[config.mk]
export PLATFORM = sky130hd
export DESIGN_NAME = fm_chunk_rx
export DESIGN_NICKNAME = d
export VERILOG_FILES = /design/src/rtl/fm_chunk_rx.sv
export SDC_FILE = /design/constraint.sdc
export NUM_CORES = 1
export LEC_CHECK = 0
export ABC_CLOCK_PERIOD_IN_PS = 4700
export CAP_MARGIN = 0
export CORE_AREA = 2 2 74 104
export DETAILED_ROUTE_END_ITERATION = 6
export DIE_AREA = 0 0 76 106
export PLACE_DENSITY = 0.86
export SLEW_MARGIN = 20
export SYNTH_ARGS = -nofsm -noshare
export SYNTH_HDL_FRONTEND = slang
export SYNTH_SLANG_ARGS = --single-unit
[constraint.sdc]
create_clock -name clk -period 4.7 [get_ports clk]
set_input_delay 0.47 -clock clk [delete_from_list [all_inputs] [get_ports clk]]
set_output_delay 0.47 -clock clk [all_outputs]
set_load 0.01 [all_outputs]
[src/rtl/fm_chunk_rx.sv]
`timescale 1ns/1ps
`default_nettype none
// ============================================================================
// Module   : fm_chunk_rx
// Purpose  : Receives multi-byte chunks into a small FIFO and serializes them
//            MSB byte first onto a byte stream with valid/ready handshake.
//            Tracks byte position inside a frame-memory buffer (out_last) and
//            the buffer parity (out_buf_idx).
// Ports    : clk, rst_n          - clock, synchronous active-low reset
//            in_chunk_valid/_data/_ready - chunk input handshake
//            out_valid/_data/_ready      - byte output handshake
//            out_last           - current byte is last of a buffer
//            out_buf_idx        - buffer parity of current byte
//            overflow           - sticky chunk-drop flag
// Config   : FM_CHUNK_RX_OVF_EN - when defined, builds the sticky overflow
//            detector; otherwise overflow is tied low.
// Revision : 1.0 - initial release
// ============================================================================
module fm_chunk_rx #(
    parameter int CHUNK_SIZE  = 2,
    parameter int DATA_BITS   = 8,
    parameter int BUFFER_SIZE = 64,
    parameter int FIFO_DEPTH  = 4
) (
    input  logic                            clk,
    input  logic                            rst_n,
    input  logic                            in_chunk_valid,
    input  logic [CHUNK_SIZE*DATA_BITS-1:0] in_chunk_data,
    output logic                            in_chunk_ready,
    output logic                            out_valid,
    output logic [DATA_BITS-1:0]            out_data,
    input  logic                            out_ready,
    output logic                            out_last,
    output logic                            out_buf_idx,
    output logic                            overflow
);

    localparam int CW    = CHUNK_SIZE * DATA_BITS;
    localparam int PTR_W = $clog2(FIFO_DEPTH);
    localparam int OCC_W = PTR_W + 1;
    localparam int IDX_W = (CHUNK_SIZE > 1) ? $clog2(CHUNK_SIZE) : 1;
    localparam int BC_W  = (BUFFER_SIZE > 1) ? $clog2(BUFFER_SIZE) : 1;

    localparam logic [IDX_W-1:0] LAST_IDX  = IDX_W'(CHUNK_SIZE - 1);
    localparam logic [BC_W-1:0]  LAST_BYTE = BC_W'(BUFFER_SIZE - 1);
    localparam logic [OCC_W-1:0] FULL_OCC  = OCC_W'(FIFO_DEPTH);

    typedef enum logic [0:0] {
        ST_IDLE  = 1'b0,
        ST_SHIFT = 1'b1
    } state_t;

    // ------------------------------------------------------------------
    // Chunk FIFO
    // ------------------------------------------------------------------
    logic [CW-1:0]    fifo_mem_q [FIFO_DEPTH];
    logic [PTR_W-1:0] wr_ptr_q;
    logic [PTR_W-1:0] rd_ptr_q;
    logic [OCC_W-1:0] occ_q;

    logic push;
    logic pop;
    logic fifo_nempty;

    // Ready depends on registered occupancy only, so a pop in the same
    // cycle never opens an extra slot combinationally.
    assign in_chunk_ready = (occ_q != FULL_OCC);
    assign push           = in_chunk_valid && in_chunk_ready;
    assign fifo_nempty    = (occ_q != '0);

    always_ff @(posedge clk) begin
        if (push) begin
            fifo_mem_q[wr_ptr_q] <= in_chunk_data;
        end
    end

    // Pointers are exactly PTR_W bits wide; FIFO_DEPTH is a power of two so
    // natural binary overflow gives the modulo wrap.
    always_ff @(posedge clk) begin
        if (!rst_n) begin
            wr_ptr_q <= '0;
            rd_ptr_q <= '0;
            occ_q    <= '0;
        end else begin
            if (push) begin
                wr_ptr_q <= wr_ptr_q + PTR_W'(1);
            end
            if (pop) begin
                rd_ptr_q <= rd_ptr_q + PTR_W'(1);
            end
            case ({push, pop})
                2'b10:   occ_q <= occ_q + OCC_W'(1);
                2'b01:   occ_q <= occ_q - OCC_W'(1);
                default: occ_q <= occ_q;
            endcase
        end
    end

    // ------------------------------------------------------------------
    // Serializer
    // ------------------------------------------------------------------
    state_t           state_q;
    state_t           state_d;
    logic [CW-1:0]    shreg_q;
    logic [CW-1:0]    shreg_d;
    logic [IDX_W-1:0] idx_q;
    logic [IDX_W-1:0] idx_d;
    logic             out_hs;

    assign out_valid = (state_q == ST_SHIFT);
    assign out_hs    = out_valid && out_ready;
    // The shift register is left-shifted on each accepted byte, so the
    // current byte always sits in the top DATA_BITS.
    assign out_data  = out_valid ? shreg_q[CW-1 -: DATA_BITS] : '0;

    always_comb begin
        state_d = state_q;
        shreg_d = shreg_q;
        idx_d   = idx_q;
        pop     = 1'b0;
        case (state_q)
            ST_IDLE: begin
                if (fifo_nempty) begin
                    pop     = 1'b1;
                    shreg_d = fifo_mem_q[rd_ptr_q];
                    idx_d   = '0;
                    state_d = ST_SHIFT;
                end
            end
            ST_SHIFT: begin
                if (out_hs) begin
                    if (idx_q == LAST_IDX) begin
                        idx_d = '0;
                        // Back-to-back reload keeps the stream gap-free.
                        if (fifo_nempty) begin
                            pop     = 1'b1;
                            shreg_d = fifo_mem_q[rd_ptr_q];
                        end else begin
                            state_d = ST_IDLE;
                        end
                    end else begin
                        shreg_d = shreg_q << DATA_BITS;
                        idx_d   = idx_q + IDX_W'(1);
                    end
                end
            end
            default: begin
                state_d = ST_IDLE;
            end
        endcase
    end

    always_ff @(posedge clk) begin
        if (!rst_n) begin
            state_q <= ST_IDLE;
            shreg_q <= '0;
            idx_q   <= '0;
        end else begin
            state_q <= state_d;
            shreg_q <= shreg_d;
            idx_q   <= idx_d;
        end
    end

    // ------------------------------------------------------------------
    // Buffer byte counter and parity
    // ------------------------------------------------------------------
    logic [BC_W-1:0] bcnt_q;
    logic [BC_W-1:0] bcnt_d;
    logic            bidx_q;
    logic            bidx_d;

    assign out_last    = (bcnt_q == LAST_BYTE);
    assign out_buf_idx = bidx_q;

    always_comb begin
        bcnt_d = bcnt_q;
        bidx_d = bidx_q;
        if (out_hs) begin
            if (out_last) begin
                bcnt_d = '0;
                bidx_d = ~bidx_q;
            end else begin
                bcnt_d = bcnt_q + BC_W'(1);
            end
        end
    end

    always_ff @(posedge clk) begin
        if (!rst_n) begin
            bcnt_q <= '0;
            bidx_q <= 1'b0;
        end else begin
            bcnt_q <= bcnt_d;
            bidx_q <= bidx_d;
        end
    end

    // ------------------------------------------------------------------
    // Overflow detection (optional)
    // ------------------------------------------------------------------
`ifdef FM_CHUNK_RX_OVF_EN
    logic ovf_q;

    always_ff @(posedge clk) begin
        if (!rst_n) begin
            ovf_q <= 1'b0;
        end else if (in_chunk_valid && !in_chunk_ready) begin
            ovf_q <= 1'b1;
        end
    end

    assign overflow = ovf_q;
`else
    assign overflow = 1'b0;
`endif

endmodule
`default_nettype wire

# After elaboration in Yosys (flattened, before gate mapping)
# Memory sizes are Yosys's and may differ from the RTL's. A register that Yosys moved wholly into a read port is not among the register bits.
# Index checks and enable logic that the tools add are counted.
[classes] n_addsub=6 reduce_logical=6 muxes=22 eq_ne=6 n_bitwise=2
[ops] op="16-bit two-way mux" n=3
[ops] op="16-bit case mux with 2 select lines" n=1
[ops] op="1-bit two-way mux" n=10
[ops] op="8-bit two-way mux" n=1
[ops] op="6-bit by 1-bit adder with 6-bit output, second input constant" n=1
[ops] op="6-bit equality test, second input constant" n=1
[ops] op="6-bit two-way mux" n=1
[ops] op="1-bit case mux with 2 select lines" n=3
[ops] op="3-bit case mux with 2 select lines" n=1
[ops] op="2-bit by 1-bit adder with 2-bit output, second input constant" n=2
[ops] op="2-bit two-way mux" n=2
[ops] op="2-bit AND reduction" n=2
[ops] op="3-bit by 1-bit adder with 3-bit output, second input constant" n=1
[ops] op="3-bit inequality test, second input constant" n=1
[ops] op="3-bit nonzero test" n=1
[ops] op="3-bit by 1-bit subtractor with 3-bit output, second input constant" n=1
[ops] op="2-bit by 1-bit equality test with 1-bit output, second input constant" n=1
[ops] op="2-bit equality test, second input constant" n=1
[ops] op="1-bit logical AND" n=2
[ops] op="2-bit by 1-bit inequality test with 1-bit output, second input constant" n=1
[ops] op="2-bit inequality test, second input constant" n=1
[ops] op="1-bit inverter" n=2
[ops] op="2-bit nonzero test" n=1
[ops] op="1-bit adder, second input constant" n=1
[totals] ram_bits=64 in_bits=20 ff_bits=32 output_inout_bits=13 n_memories=1 wordCells=51
[memory_table] name="fifo_mem_q" depth=4 width=16 read_ports=1 rd_clocked_by_memory_dff=1 write_ports=1 line="56" rtl="logic [CW-1:0] fifo_mem_q [FIFO_DEPTH];"

# Logic depth before layout (Yosys ltp)
# Gate-level depths: netlist of run 1.
[depth] word_depth=7 ltp_mapped=9 depth_no_buf=9

# Worst setup path before layout of run 1
# OpenSTA, ideal clock, no wires.
[synth_timing] path_kind="reg-to-reg" start="reg occ_q[0]" end="reg occ_q[2]" n_path_buf=0 slack_ps=2387 period_less_slack_ps=2313 required_ps=4624 setup_ps=76 t_arrival_ps=2237 stages_incl_launch_ff=10 path_cell_list="dfxtp_1 -> or3b_1 -> and2_1 -> inv_1 -> ha_1 -> inv_1 -> fa_1 -> xor2_1 -> or3_1 -> a21boi_0"
[synth_between] word_cells_on_any_way=13 cone_classes="add/sub: 2; eq/ne: 3; mux: 5; reduce/logical: 3"
[synth_rtl] element="start, declared" line="59" rtl="logic [OCC_W-1:0] occ_q;"
[synth_rtl] element="start signal, assigned" line="92" rtl="2'b10: occ_q <= occ_q + OCC_W'(1);"
[synth_rtl] element="start signal, assigned" line="93" rtl="2'b01: occ_q <= occ_q - OCC_W'(1);"
[synth_rtl] element="start signal, assigned" line="94" rtl="default: occ_q <= occ_q;"
[synth_rtl] element="3-bit inequality test *" line="67" rtl="assign in_chunk_ready = (occ_q != FULL_OCC);"
[synth_rtl] element="named net in_chunk_ready" line="29" rtl="output logic in_chunk_ready,"
[synth_rtl] element="1-bit logical AND *" line="68" rtl="assign push = in_chunk_valid && in_chunk_ready;"
[synth_rtl] element="2-bit by 1-bit equality test with 1-bit output or 2-bit equality test (tied branches)" line="91" rtl="case ({push, pop})"
[synth_rtl] element="3-bit case mux with 2 select lines or 2-bit nonzero test (tied branches)"
# The timed path passes the listed nets; every way through them passes the cells marked *.
# A chain may end at the register's enable or synchronous reset.

# Worst setup path in the final report of run 1
[layout_timing] start="in out_ready" end="reg occ_q[2]"
[layout_between] elab_chain_len=5 word_cells_on_any_way=7 cone_classes="eq/ne: 2; mux: 3; reduce/logical: 2"
[layout_lines] element="start, declared" line="32" rtl="input logic out_ready,"
[layout_lines] element="1-bit logical AND *" line="111" rtl="assign out_hs = out_valid && out_ready;"
[layout_lines] element="1-bit two-way mux *" line="131" rtl="if (out_hs) begin"
[layout_lines] element="1-bit case mux with 2 select lines *" line="121" rtl="case (state_q)"
[layout_lines] element="named net pop" line="62" rtl="logic pop;"
[layout_lines] element="2-bit by 1-bit equality test with 1-bit output or 2-bit equality test (tied branches)" line="91"
[layout_lines] element="3-bit case mux with 2 select lines or 2-bit nonzero test (tied branches)"
# Marked as above.

==> results.yml, run 1 <==
final_layout:
  drive_gt1_frac: 0.0639
  nFillCells: 514
  fin_nets: 335
  num_antenna_cells: 0
  areaGrowthSynthToFinish_pct: 12.5
  final_design_area_no_fill_sq_um: 4540
  final-seq-area_sq_um: 2600
  multiInputGateArea_sq_um: 1330
  layoutNonFillerInstCount: 410
setup_path:
  regToRegStartpoint: "idx_q"
  rr_endpoint: "occ_q[2]"
  rrSetupSlack_ns: 2.03
  end_kind: "flip-flop"
  cp.required_ns: 4.97
  critPathKind: "in2reg"
  arrival_ns: 3.37
  crit_fanout: 20
  cp-start-kind: "input port"
  reg2reg_depth: 8
power:
  p_int_w: 0.00161
  powerDensity_nw_per_um2: 518
  ir_worst_vdd_uv: 270
  combPwrFrac: 0.288
  p_sw_w: 0.000738
  share_seq_of_total_power: 0.523
  p_sw_frac: 0.314
  p_leak_nw: 1.54
  p_clk_frac: 0.189
timing:
  worstMarginPinSlew_ns: 0.953
  hold_violations: 0
  fmax_mhz: 323
  final.setup.tns_ns: 0
  slew_viol_final: 0
  slew_headroom: 0.363
  min_period_ns: 3.09
  whs_ns: 0.492
  rsz0062_at_grt: "no"
  finalCritPeriodShare: 0.658
  fin_ws_ns: 1.61
  setup_violations: 0
  fin_skew_ns: 0.0144
logic_synthesis:
  syn_area_sq_um: 4030
  synth.area.top_cells: "edfxtp_1, dfxtp_1, mux4_1, mux4_2, and2_1"
  synth_top_area_share: 0.477
  synth_edf_count: 64
  synthFlopType: "edfxtp_1"
  async_reset_ff_frac: 0
  ys_warn_count: 0
  yosys_register_bits: 98
  synth_nets: 308
  yosys.area.top_type: "edfxtp_1"
  seq_area_frac_synth: 0.645
  synthDistinctLibCells: 35
  synth_cells: 281
  avgSynthCellArea_sq_um: 14.4
floorplan:
  die_width_um: 76
  initial_utilization: 0.562
  pin_count: 33
  fp.dieArea_sq_um: 8060
  row_count: 37
  core_sq_um: 7180
  die_h_um: 106
flow_run:
  maxCapViolCount: 0
clock_network:
  cts_tree: "yes"
  cts_resized: 0
  ctsHoldBuffers: 0
  clock_sinks: 98
  cts_made_buffers: 9
  cts_buffer_depth: 2
  htree_levels: 3
  path_clk_slew_ns: 0.09
  cts-root-buf: "clkbuf_8"
  insertion_delay_ns: 0.36
  post_cts_buffers: 0
drt:
  drt_iter0_markers: 141
  routedWlPerCell_um: 15.7
  drt-pass1-iter-count: 4
  drcViolationCount: 0
  ant_nets: 0
  wirelength_mm: 6.43
  via_per_inst: 5.49
  via_count: 2251
placed_design:
  dp_cells: 394
  routabilityCongestion: 0.786
  port_buffers: 31
  dp.final_hpwl_mm: 4.33
  pre_cts_slack_ns: 1.25
  post_dp_cell_area_sq_um: 4380
global_routing:
  grt_pass1_wl_mm: 10.6
  grt_max_degree: 33
  gr-total-overflow: 0
  grt_usage: 0.171
  first_global_vias: 2264
  antenna_found_initial: 0
min_path:
  hold_depth: 2
  hold_end: "bcnt_q[1]"
  min-delay-start: "bcnt_q[1]"
  hold_class: "reg2reg"
outcome:
  status: "completed"
==> power by group through the flow <==
| stage | sequential, W | combinational [W] | clock, W |
|---|---|---|---|
| floorplan | 0.00117 | 0.000570 | 0 |
| global placement | 0.00124 | 0.000661 | 0 |
| detailed placement | 0.00125 | 0.000680 | 0 |
| CTS | 0.00123 | 0.000683 | 0.000452 |
| global route | 0.00125 | 0.000756 | 0.000487 |
| finish | 0.00123 | 0.000677 | 0.000445 |
==> state kept, by name, indices dropped and copies added (netlist names), named ones only <==
signal       count
bcnt_q           6
rd_ptr_q         2
idx_q            1
out_valid        1
shreg_q         16
wr_ptr_q         2
occ_q            3
out_buf_idx      1
fifo_mem_q      64
==> per-layer routing <==
layer / global-route usage / wire length, um
met5: 0 / 0
met4: 0.0714 / 93
met3: 0.0407 / 174
met2: 0.300 / 3350
met1: 0.203 / 2810
==> Yosys cell counts, types with 2 or more instances <==
master	instances
edfxtp_1	64
dfxtp_1	34
nand2_1	20
and2_1	18
nor2_1	17
o21ai_0	12
clkbuf_1	10
nor2b_1	10
a22oi_1	9
mux4_1	9
nor3b_1	8
mux4_2	7
a21boi_0	6
a221oi_1	6
ha_1	6
inv_1	6
and3_1	5
or3_1	5
xor2_1	5
xnor2_1	4
o21a_1	3
a21oi_1	2
buf_4	2
buf_6	2
==> worst max-delay path by stage <==
| stage | startpoint | endpoint | slack, ns | cells past startpoint |
|---|---|---|---|---|
| finish | out_ready | occ_q[2] | 1.61 | 9 |
| global route | out_ready | occ_q[2] | 1.40 | 9 |
| CTS | out_ready | occ_q[2] | 1.62 | 9 |
| detailed placement | out_ready | occ_q[2] | 1.25 | 9 |
| global placement | out_ready | occ_q[2] | 1.45 | 9 |
| floorplan | occ_q[0] | occ_q[2] | 2.39 | 9 |
==> placed cells by master, fill, tap and decap left out, types with 2 or more instances in the layout <==
| master | netlist | routed |
|---|---|---|
| a21boi_0 | 6 | 6 |
| a21oi_1 | 2 | 2 |
| a221oi_1 | 6 | 6 |
| a22oi_1 | 9 | 9 |
| and2_1 | 18 | 18 |
| and3_1 | 5 | 5 |
| clkbuf_1 | 10 | 3 |
| clkbuf_8 | 0 | 9 |
| clkdlybuf4s50_1 | 0 | 31 |
| clkinv_1 | 0 | 3 |
| dfxtp_1 | 34 | 34 |
| edfxtp_1 | 64 | 64 |
| ha_1 | 6 | 6 |
| inv_1 | 6 | 6 |
| mux4_1 | 9 | 9 |
| mux4_2 | 7 | 7 |
| nand2_1 | 20 | 20 |
| nor2_1 | 17 | 17 |
| nor2b_1 | 10 | 10 |
| nor3b_1 | 8 | 8 |
| o21a_1 | 3 | 3 |
| o21ai_0 | 12 | 12 |
| or3_1 | 5 | 5 |
| xnor2_1 | 4 | 4 |
| xor2_1 | 5 | 5 |
==> kinds of logic after synthesis <==
logic type,after synthesis,share of synthesized area
other,1,0.000930
XOR/XNOR,9,0.0195
flip-flops,98,0.645
AO/OA/AOI/OAI,40,0.0698
AND/OR/NAND/NOR,89,0.118
multiplexers,16,0.0977
buffers and inverters,21,0.0254
adder cells (fa/ha/maj),7,0.0236
==> final cells by class <==
class | instances | share of cell area
Clock buffer | 12 | 0.0298
Inverter | 6 | 0.00496
Sequential cell | 98 | 0.573
Clock inverter | 4 | 0.00414
Multi-Input combinational cell | 162 | 0.293
Timing Repair Buffer | 31 | 0.0684
Tap cell | 97 | 0.0267
==> worst max-delay path, cell delays in order <==
cell,delay (ns)
clkdlybuf4s50_1,0.82
a21boi_0,0.29
nor2_2,0.41
ha_1,0.27
inv_1,0.06
fa_1,0.38
xor2_1,0.16
or3_1,0.31
a21boi_0,0.18
==> metrics by stage <==
step | util | total power (W)
finish | 0.632 | 0.00235
global route | 0.632 | 0.00250
CTS | 0.632 | 0.00237
detailed placement | 0.611 | 0.00193
global placement | 0.611 | 0.00190
floorplan | - | 0.00174
No activity file was read; power rests on OpenSTA's default activity.
==> run 2, diff against run 1 <==
==> config.mk (replaced) <==
export PLATFORM = sky130hd
export DESIGN_NAME = fm_chunk_rx
export DESIGN_NICKNAME = d
export VERILOG_FILES = /design/src/rtl/fm_chunk_rx.sv
export SDC_FILE = /design/constraint.sdc
export NUM_CORES = 1
export LEC_CHECK = 0
export ABC_CLOCK_PERIOD_IN_PS = 2500
export CAP_MARGIN = 0
export CORE_AREA = 2 2 78 110
export DETAILED_ROUTE_END_ITERATION = 6
export DIE_AREA = 0 0 80 112
export PLACE_DENSITY = 0.82
export SLEW_MARGIN = 20
export SYNTH_ARGS = -nofsm -noshare
export SYNTH_HDL_FRONTEND = slang
export SYNTH_SLANG_ARGS = --single-unit
==> constraint.sdc (replaced) <==
create_clock -name clk -period 2.5 [get_ports clk]
set_input_delay 0.25 -clock clk [delete_from_list [all_inputs] [get_ports clk]]
set_output_delay 0.25 -clock clk [all_outputs]
set_load 0.01 [all_outputs]
==> results.yml, run 2 (synthesis results as in run 1) <==
floorplan:
  pin_count: 33
  core_sq_um: 8000
  die_width_um: 80
  die_h_um: 112
  initial_utilization: 0.504
  row_count: 39
  fp.dieArea_sq_um: 8960
final_layout:
  drive_gt1_frac: 0.120
  fin_nets: 347
  areaGrowthSynthToFinish_pct: 18.6
  largest_register_ffs: 64
  reg_top3: "fifo_mem_q (64), shreg_q (16), bcnt_q (6)"
  layoutNonFillerInstCount: 427
  mostFrequentLayoutCells: "edfxtp_1, dfxtp_1, clkdlybuf4s50_1"
  final_common_cell: "edfxtp_1"
  regMostFlops: "fifo_mem_q"
  num_antenna_cells: 0
placed_design:
  dp_cells: 411
  port_buffers: 31
  routabilityCongestion: 0.731
  dp.final_hpwl_mm: 4.82
min_path:
  hold_class: "reg2reg"
timing:
  fmax_mhz: 427
  worstMarginPinSlew_ns: 0.721
  fin_skew_ns: 0.00999
  rsz0062_at_grt: "no"
  min_period_ns: 2.34
  setup_violations: 0
  hold_violations: 0
  slew_viol_final: 0
  final.setup.tns_ns: 0
  slew_headroom: 0.519
  finalCritPeriodShare: 0.936
clock_network:
  cts-root-buf: "clkbuf_16"
  insertion_delay_ns: 0.34
  cts_buffer_depth: 2
  post_cts_buffers: 0
  cts_made_buffers: 9
  path_clk_slew_ns: 0.07
  htree_levels: 3
  clock_sinks: 98
  cts_tree: "yes"
flow_run:
  maxCapViolCount: 0
setup_path:
  arrival_ns: 2.59
  cp.required_ns: 2.75
  crit_fanout: 6
  critPathKind: "reg2reg"
  cp-start-kind: "flip-flop"
  end_kind: "flip-flop"
power:
  power_w: 0.00511
  ir_worst_vdd_uv: 563
  p_leak_nw: 1.68
  powerDensity_nw_per_um2: 1070
global_routing:
  grt_usage: 0.178
  grt_max_degree: 23
  gr-total-overflow: 0
  first_global_vias: 2438
  antenna_found_initial: 0
  grt_pass1_wl_mm: 11.9
drt:
  wirelength_mm: 7.43
  drcViolationCount: 0
  via_per_inst: 5.59
  ant_nets: 0
  via_count: 2388
  drt_iter0_markers: 226
  routedWlPerCell_um: 17.4
  drt-pass1-iter-count: 4
outcome:
  status: "completed"
run 2: metrics by stage:
step | setup WS, ns | utilization | hold WS (ns) | instance area [sq um]
6_report | 0.160 | 0.598 | 0.500 | 4780
3_5_place_dp | 0.0882 | 0.560 | 0.494 | 4480
3_3_place_gp | 0.186 | 0.560 | 0.469 | 4480
5_1_grt | 0.0357 | 0.598 | 0.516 | 4780
4_1_cts | 0.0691 | 0.596 | 0.503 | 4770
2_1_floorplan | 0.187 | - | 0.349 | 4030
run 2: cell type report:
| type | count | area, sq um |
|---|---|---|
| Tap cell | 102 | 128 |
| Clock inverter | 6 | 63.8 |
| Inverter | 6 | 22.5 |
| Timing Repair Buffer | 43 | 400 |
| Sequential cell | 98 | 2600 |
| Multi-Input combinational cell | 162 | 1340 |
| Fill cell | 608 | 3220 |
| Clock buffer | 10 | 229 |
run 2: what timing repair did:
action | 4_1_cts | 5_1_grt
gates resized for setup | 0 | 4
hold buffers | 0 | 0
setup endpoints to repair | 0 | 1
run 2: metal layers:
metal	track usage	wire length, um	part of all wire
met4	0.0825	150	0.020
met5	0	0	0
met2	0.315	4030	0.54
met1	0.202	2990	0.40
met3	0.0389	256	0.034
run 2: worst max-delay path: stages (launching register included):
cell	delay [ns]
dfxtp_1	0.35
or3b_4	0.44
and2_4	0.18
inv_1	0.07
ha_2	0.18
inv_1	0.05
fa_1	0.36
xor2_1	0.16
or3_1	0.30
a21boi_0	0.16
run 2: where the power goes:
part           total [W]  leakage, nW  switching, W  internal [W]
combinational    0.00151        0.669      0.000800      0.000709
clock            0.00137        0.143      0.000587      0.000778
sequential       0.00223        0.866      0.000180       0.00205
total            0.00511         1.68       0.00157       0.00354
run 2: path summary, 6_finish.rpt:
| check | from | endpoint | slack (ns) | cells after the start |
|---|---|---|---|---|
| max | occ_q[0] | occ_q[2] | 0.16 | 9 |
| min | bcnt_q[1] | bcnt_q[1] | 0.50 | 2 |
| max reg2reg | occ_q[0] | occ_q[2] | 0.16 | 9 |
| min reg2reg | bcnt_q[1] | bcnt_q[1] | 0.50 | 2 |
